### src/rtl/trace_pkg.sv
// Shared definitions for the write-back trace path: field widths and the
// packed record layout {cyc, pc, we, rd, data}.
package trace_pkg;

  localparam int PC_W   = 32;
  localparam int RD_W   = 5;
  localparam int DATA_W = 32;
  localparam int DROP_W = 16;

  // Everything in a record except the cycle stamp, whose width is a
  // parameter of the emitter and is therefore prepended there.
  typedef struct packed {
    logic [PC_W-1:0]   pc;
    logic              we;
    logic [RD_W-1:0]   rd;
    logic [DATA_W-1:0] data;
  } trace_body_t;

  localparam int BODY_W = $bits(trace_body_t);

  // Total packed record width for a given cycle-stamp width.
  function automatic int rec_width(input int cyc_w);
    return cyc_w + BODY_W;
  endfunction

endpackage

### src/rtl/trace_fifo.sv
// Single-clock FIFO for trace records. The head entry is read straight out
// of the storage array so a record pushed at one edge is presented right
// after it; full/empty come from the occupancy counter, not the pointers.
module trace_fifo #(
  parameter int WIDTH = 32,
  parameter int DEPTH = 8
) (
  input  logic                     clk_i,
  input  logic                     rst_i,
  input  logic                     push,
  input  logic                     pop,
  input  logic [WIDTH-1:0]         wdata,
  output logic [WIDTH-1:0]         rdata,
  output logic                     full,
  output logic                     empty,
  output logic [$clog2(DEPTH):0]   level
);

  localparam int AW = $clog2(DEPTH);
  localparam int LW = AW + 1;

  logic [WIDTH-1:0] mem [DEPTH];
  logic [AW-1:0]    wr_ptr_reg;
  logic [AW-1:0]    rd_ptr_reg;
  logic [LW-1:0]    level_reg;
  logic             do_push;
  logic             do_pop;

  assign empty   = (level_reg == '0);
  assign full    = (level_reg == LW'(DEPTH));
  assign do_pop  = pop && !empty;
  // A push into a full FIFO is fine when the head leaves in the same cycle.
  assign do_push = push && (!full || do_pop);
  assign level   = level_reg;
  assign rdata   = mem[rd_ptr_reg];

  // Storage write; no reset so the array can map onto RAM primitives.
  always_ff @(posedge clk_i) begin
    if (do_push) begin
      mem[wr_ptr_reg] <= wdata;
    end
  end

  // Pointer and occupancy bookkeeping; pointers wrap at DEPTH naturally.
  always_ff @(posedge clk_i) begin
    if (rst_i) begin
      wr_ptr_reg <= '0;
      rd_ptr_reg <= '0;
      level_reg  <= '0;
    end else begin
      if (do_push) wr_ptr_reg <= wr_ptr_reg + 1'b1;
      if (do_pop)  rd_ptr_reg <= rd_ptr_reg + 1'b1;
      case ({do_push, do_pop})
        2'b10:   level_reg <= level_reg + 1'b1;
        2'b01:   level_reg <= level_reg - 1'b1;
        default: level_reg <= level_reg;
      endcase
    end
  end

endmodule

### src/rtl/wb_trace_emitter.sv
// Captures PC and MEM/WB write-back each active cycle, stamps it with a
// cycle count and streams the records out over valid/ready.
module wb_trace_emitter
  import trace_pkg::*;
#(
  parameter int DEPTH      = 8,
  parameter int CYC_W      = 16,
  parameter bit SKIP_X0    = 1'b1,
  parameter bit LOG_ALL_PC = 1'b0
) (
  input  logic                   clk_i,
  input  logic                   rst_i,
  input  logic                   start_i,
  input  logic [PC_W-1:0]        pc_i,
  input  logic                   wb_we_i,
  input  logic [RD_W-1:0]        wb_addr_i,
  input  logic [DATA_W-1:0]      wb_data_i,
  output logic                   trace_valid_o,
  input  logic                   trace_ready_i,
  output logic [CYC_W-1:0]       trace_cyc_o,
  output logic [PC_W-1:0]        trace_pc_o,
  output logic                   trace_we_o,
  output logic [RD_W-1:0]        trace_rd_o,
  output logic [DATA_W-1:0]      trace_data_o,
  output logic [DROP_W-1:0]      drop_cnt_o,
  output logic                   overflow_o,
  output logic [$clog2(DEPTH):0] level_o
);

  localparam int REC_W = rec_width(CYC_W);

  logic [CYC_W-1:0]  cyc_reg;
  logic [DROP_W-1:0] drop_cnt_reg;
  logic              overflow_reg;

  logic              wb_valid;
  logic              cap;
  logic              push;
  logic              pop;
  logic              drop;
  logic              full;
  logic              empty;
  trace_body_t       body_in;
  trace_body_t       body_out;
  logic [REC_W-1:0]  wdata;
  logic [REC_W-1:0]  rdata;

  // A write-back counts unless it targets x0 and x0 is being filtered.
  assign wb_valid = wb_we_i && !(SKIP_X0 && (wb_addr_i == '0));
  assign cap      = start_i && (wb_valid || LOG_ALL_PC);

  assign trace_valid_o = !empty;
  assign pop           = trace_valid_o && trace_ready_i;
  assign push          = cap && (!full || pop);
  assign drop          = cap && full && !pop;

  // Pack the record; rd/data are zeroed when there is no real write-back.
  always_comb begin
    body_in      = '0;
    body_in.pc   = pc_i;
    body_in.we   = wb_valid;
    body_in.rd   = wb_valid ? wb_addr_i : '0;
    body_in.data = wb_valid ? wb_data_i : '0;
  end

  assign wdata    = {cyc_reg, body_in};
  assign body_out = rdata[BODY_W-1:0];

  // Outputs read zero while empty so stale storage never leaks out.
  assign trace_cyc_o  = empty ? '0 : rdata[REC_W-1 -: CYC_W];
  assign trace_pc_o   = empty ? '0 : body_out.pc;
  assign trace_we_o   = empty ? 1'b0 : body_out.we;
  assign trace_rd_o   = empty ? '0 : body_out.rd;
  assign trace_data_o = empty ? '0 : body_out.data;

  assign drop_cnt_o = drop_cnt_reg;
  assign overflow_o = overflow_reg;

  // Cycle stamp: advances only while the CPU runs, wraps at 2^CYC_W.
  always_ff @(posedge clk_i) begin
    if (rst_i) begin
      cyc_reg <= '0;
    end else if (start_i) begin
      cyc_reg <= cyc_reg + 1'b1;
    end
  end

  // Lost-record accounting: saturating counter plus sticky flag.
  always_ff @(posedge clk_i) begin
    if (rst_i) begin
      drop_cnt_reg <= '0;
      overflow_reg <= 1'b0;
    end else if (drop) begin
      overflow_reg <= 1'b1;
      if (drop_cnt_reg != '1) begin
        drop_cnt_reg <= drop_cnt_reg + 1'b1;
      end
    end
  end

  trace_fifo #(
    .WIDTH (REC_W),
    .DEPTH (DEPTH)
  ) u_fifo (
    .clk_i (clk_i),
    .rst_i (rst_i),
    .push  (push),
    .pop   (pop),
    .wdata (wdata),
    .rdata (rdata),
    .full  (full),
    .empty (empty),
    .level (level_o)
  );

endmodule

### config.mk
export PLATFORM = sky130hd
export DESIGN_NAME = wb_trace_emitter
export DESIGN_NICKNAME = d
export VERILOG_FILES = /design/src/rtl/trace_pkg.sv /design/src/rtl/trace_fifo.sv /design/src/rtl/wb_trace_emitter.sv
export SDC_FILE = /design/constraint.sdc
export NUM_CORES = 1
export LEC_CHECK = 0
export CAP_MARGIN = 5
export CELL_PAD_IN_SITES_DETAIL_PLACEMENT = 0
export CELL_PAD_IN_SITES_GLOBAL_PLACEMENT = 1
export CORE_MARGIN = 2
export CORE_UTILIZATION = 51
export DETAILED_ROUTE_END_ITERATION = 8
export GPL_TIMING_DRIVEN = 0
export PLACE_DENSITY = 0.8
export SYNTH_ARGS = -nofsm -noshare
export SYNTH_HDL_FRONTEND = slang
export SYNTH_HIERARCHICAL = 1
export SYNTH_SLANG_ARGS = --single-unit
### constraint.sdc
create_clock -name clk_i -period 16.8 [get_ports clk_i]
set_clock_uncertainty 0.1 [all_clocks]
set_input_delay 2.52 -clock clk_i [delete_from_list [all_inputs] [get_ports clk_i]]
set_output_delay 2.52 -clock clk_i [all_outputs]
set_load 0.01 [all_outputs]
==> qor.txt <==
outcome - complete, no violations
hold_buf cts - 0
GRT Total Usage - 21.2%
cell with the most instances after synthesis - edfxtp_1
vias in the first global route - 15000
kind of critical path - register to output port
dominant cells by area after synthesis - edfxtp_1, mux4_2, mux2_4
clk buf depth - 3
crit path DAT - 5.06 ns
area grow syn2layout - 19.8%
Max Fclk - 130 MHz
CP endpoint kind - output port
WP buf/inv - 4
GPL Wtd Cong - 0.748
R2R Setup Slk - 12.13 ns
die width - 244 um
layout cells sized above 1 - 27.0%
starting density of the core - 51.8%
Seq/Total Area, Yosys - 73.6%
Clock Latency Late Sink - 0.61 ns
Slowest-stage cell, CP - nor2_1
worst reg2reg startpoint - u_fifo/level[1]
Setup crit end - trace_rd_o[0]
mapped cell area - 29300 um^2
Final WS setup - 9.12 ns
GR Overflow Total - 0
synthesis-stage register bit count - 734
total power draw - 4.25 mW
Final period util - 45.7%
Max transition margin - 15.7%
final-stage net count - 1801
Port Buffer Count - 180
crit path launch - u_fifo/level[1]
detailed-router iteration count before antenna repair - 5
Post-Syn Instances - 1396
Primary FF master, synth - edfxtp_1
critical path's top delay family - buffers and inverters
ys async rst share - 0%
Synth area leader - edfxtp_1
DR vias/cell - 5.68
Routed Antenna Nets - 0
crit-path cells - or3_1 -> clkbuf_1 -> nor2_1 -> clkbuf_1 -> clkbuf_1 -> nor2b_1 -> clkdlybuf4s50_1
peak supply drop - 75.0 uV
Mapped Avg Cell Area - 21.0 um^2
Synth top cells by count - edfxtp_1, mux4_2, nor2b_1
via count - 14300
Site Rows - 87
CP Max Fanout - 10
Post-DP Area - 33000 um^2
CTS H-tree depth - 3
Hold WC Path Type - register to register
largest net degree at the start of global routing - 26
reg2reg path depth - 13
area share of the largest cell type after synthesis - 70.4%
EDFF count, synth - 688
clock buffer count from CTS - 72
Static Leakage - 11.1 nW
Die Area - 59500 um^2
clk slew on worst S/H paths - 0.06 ns
reg2reg end - u_fifo/mem[4][22]
post-route DRC violation count - 0
Final Max Tran Viols - 0
critical path depth - 7
max reg flops - 688
Place WS - 9.68 ns
CTS tree - yes
final core occ - 62.1%
# IOs - 182
RSZ-0062 raised after global routing - no
Startpoint Class - register
WP data required - 14.18 ns
post-detailed-route wirelength per cell - 24.4 um
Yosys warnings - 6
root buf cell - clkbuf_16
final hold vios - 0
Final Cell Area - 35200 um^2
detailed placer's ending HPWL - 40700 um
minimum clock period - 7.68 ns
Placeable Area - 56600 um^2
Most Frequent Cell on Critical Path - clkbuf_1
syn nets - 1477
Worst path max stage delay - 0.98 ns
Die Height - 244 um
initial drt markers - 1221
worst slew pin tran - 1.26 ns
first-pass GRT wire length - 93100 um
initial antenna violation count - 2
PD cells - 121 nW/um^2
number of setup buffers added after CTS - 0
Max Cap Viol - 0
Finish-stage setup viols - 0
Gates resized, CTS repair - 0
Yosys cell types - 54
number of clock sinks - 734
final wirelength - 61700 um
-- area by class of cell --
type | instances | area, um^2
Multi-Input combinational cell | 582 | 7310
Timing Repair Buffer | 250 | 2680
Fill cell | 3946 | 21400
Sequential cell | 734 | 21600
Clock inverter | 24 | 211
Clock buffer | 99 | 1930
Inverter | 10 | 37.5
Tap cell | 756 | 946
Antenna cell | 1 | 2.50
Buffer | 70 | 457
-- worst register-to-register path: cells and delay by family (launching register included) --
family,cells,cell delay [ns]
buffers and inverters,6,1.46
AO/OA/AOI/OAI,1,0.42
flip-flops,1,0.48
AND/OR/NAND/NOR,6,1.89
-- report_power, final --
group | switching, mW | total (mW) | internal [mW]
combinational | 0.353 | 0.711 | 0.358
clock | 0.631 | 1.49 | 0.863
sequential | 0.0137 | 2.04 | 2.03
total | 0.998 | 4.25 | 3.25
-- metal layers --
metal	up-vias	part of all wire [%]	global-route usage [%]
li1	6316	-	-
met1	7561	42	29.2
met2	383	51	35.2
met3	81	5.1	3.18
met4	2	1.9	6.33
met5	-	0.023	0
-- cells by family after synthesis --
kind of cell,after synthesis,share of synthesized area (%)
flip-flops,734,73.6
multiplexers,267,17.9
AND/OR/NAND/NOR,250,5.06
buffers and inverters,80,1.68
AO/OA/AOI/OAI,35,0.832
XOR/XNOR,23,0.687
adder cells (fa/ha/maj),7,0.324
-- worst min path at each step --
stage                    end            startpoint  cells after the start  slack, ns
6_report          overflow_o            overflow_o                      2       0.42
5_1_grt        drop_cnt_o[7]         drop_cnt_o[7]                      2       0.45
4_1_cts           overflow_o            overflow_o                      2       0.42
3_5_place_dp      overflow_o            overflow_o                      2       0.40
3_3_place_gp      overflow_o            overflow_o                      2       0.40
2_1_floorplan       register  u_fifo/rd_ptr_reg[2]                      2       0.38
-- cell usage in the layout, fill, tap and decap left out, types with 11 or more instances in the layout --
cell and n:
a21oi_1 14, and2_1 38, buf_12 18, buf_2 25
buf_4 14, buf_6 42, clkbuf_1 54, clkbuf_16 73
clkdlybuf4s50_1 180, clkinv_1 12, dfxtp_1 46, edfxtp_1 688
mux2_4 81, mux4_2 172, nand2_1 13, nand3_1 11
nand4_1 12, nor2_1 36, nor2b_1 90, xor2_1 14
-- through the flow --
stage                     setup TNS, ns  hold WS [ns]  cells
after floorplan                       0         0.385   1396
after global placement          -579.73         0.401   2332
after global routing                  0         0.450   2526
after CTS                             0         0.419   2525
final                                 0         0.419   2526
after detailed placement              0         0.402   2402
Power figures use the tool's default switching activity.
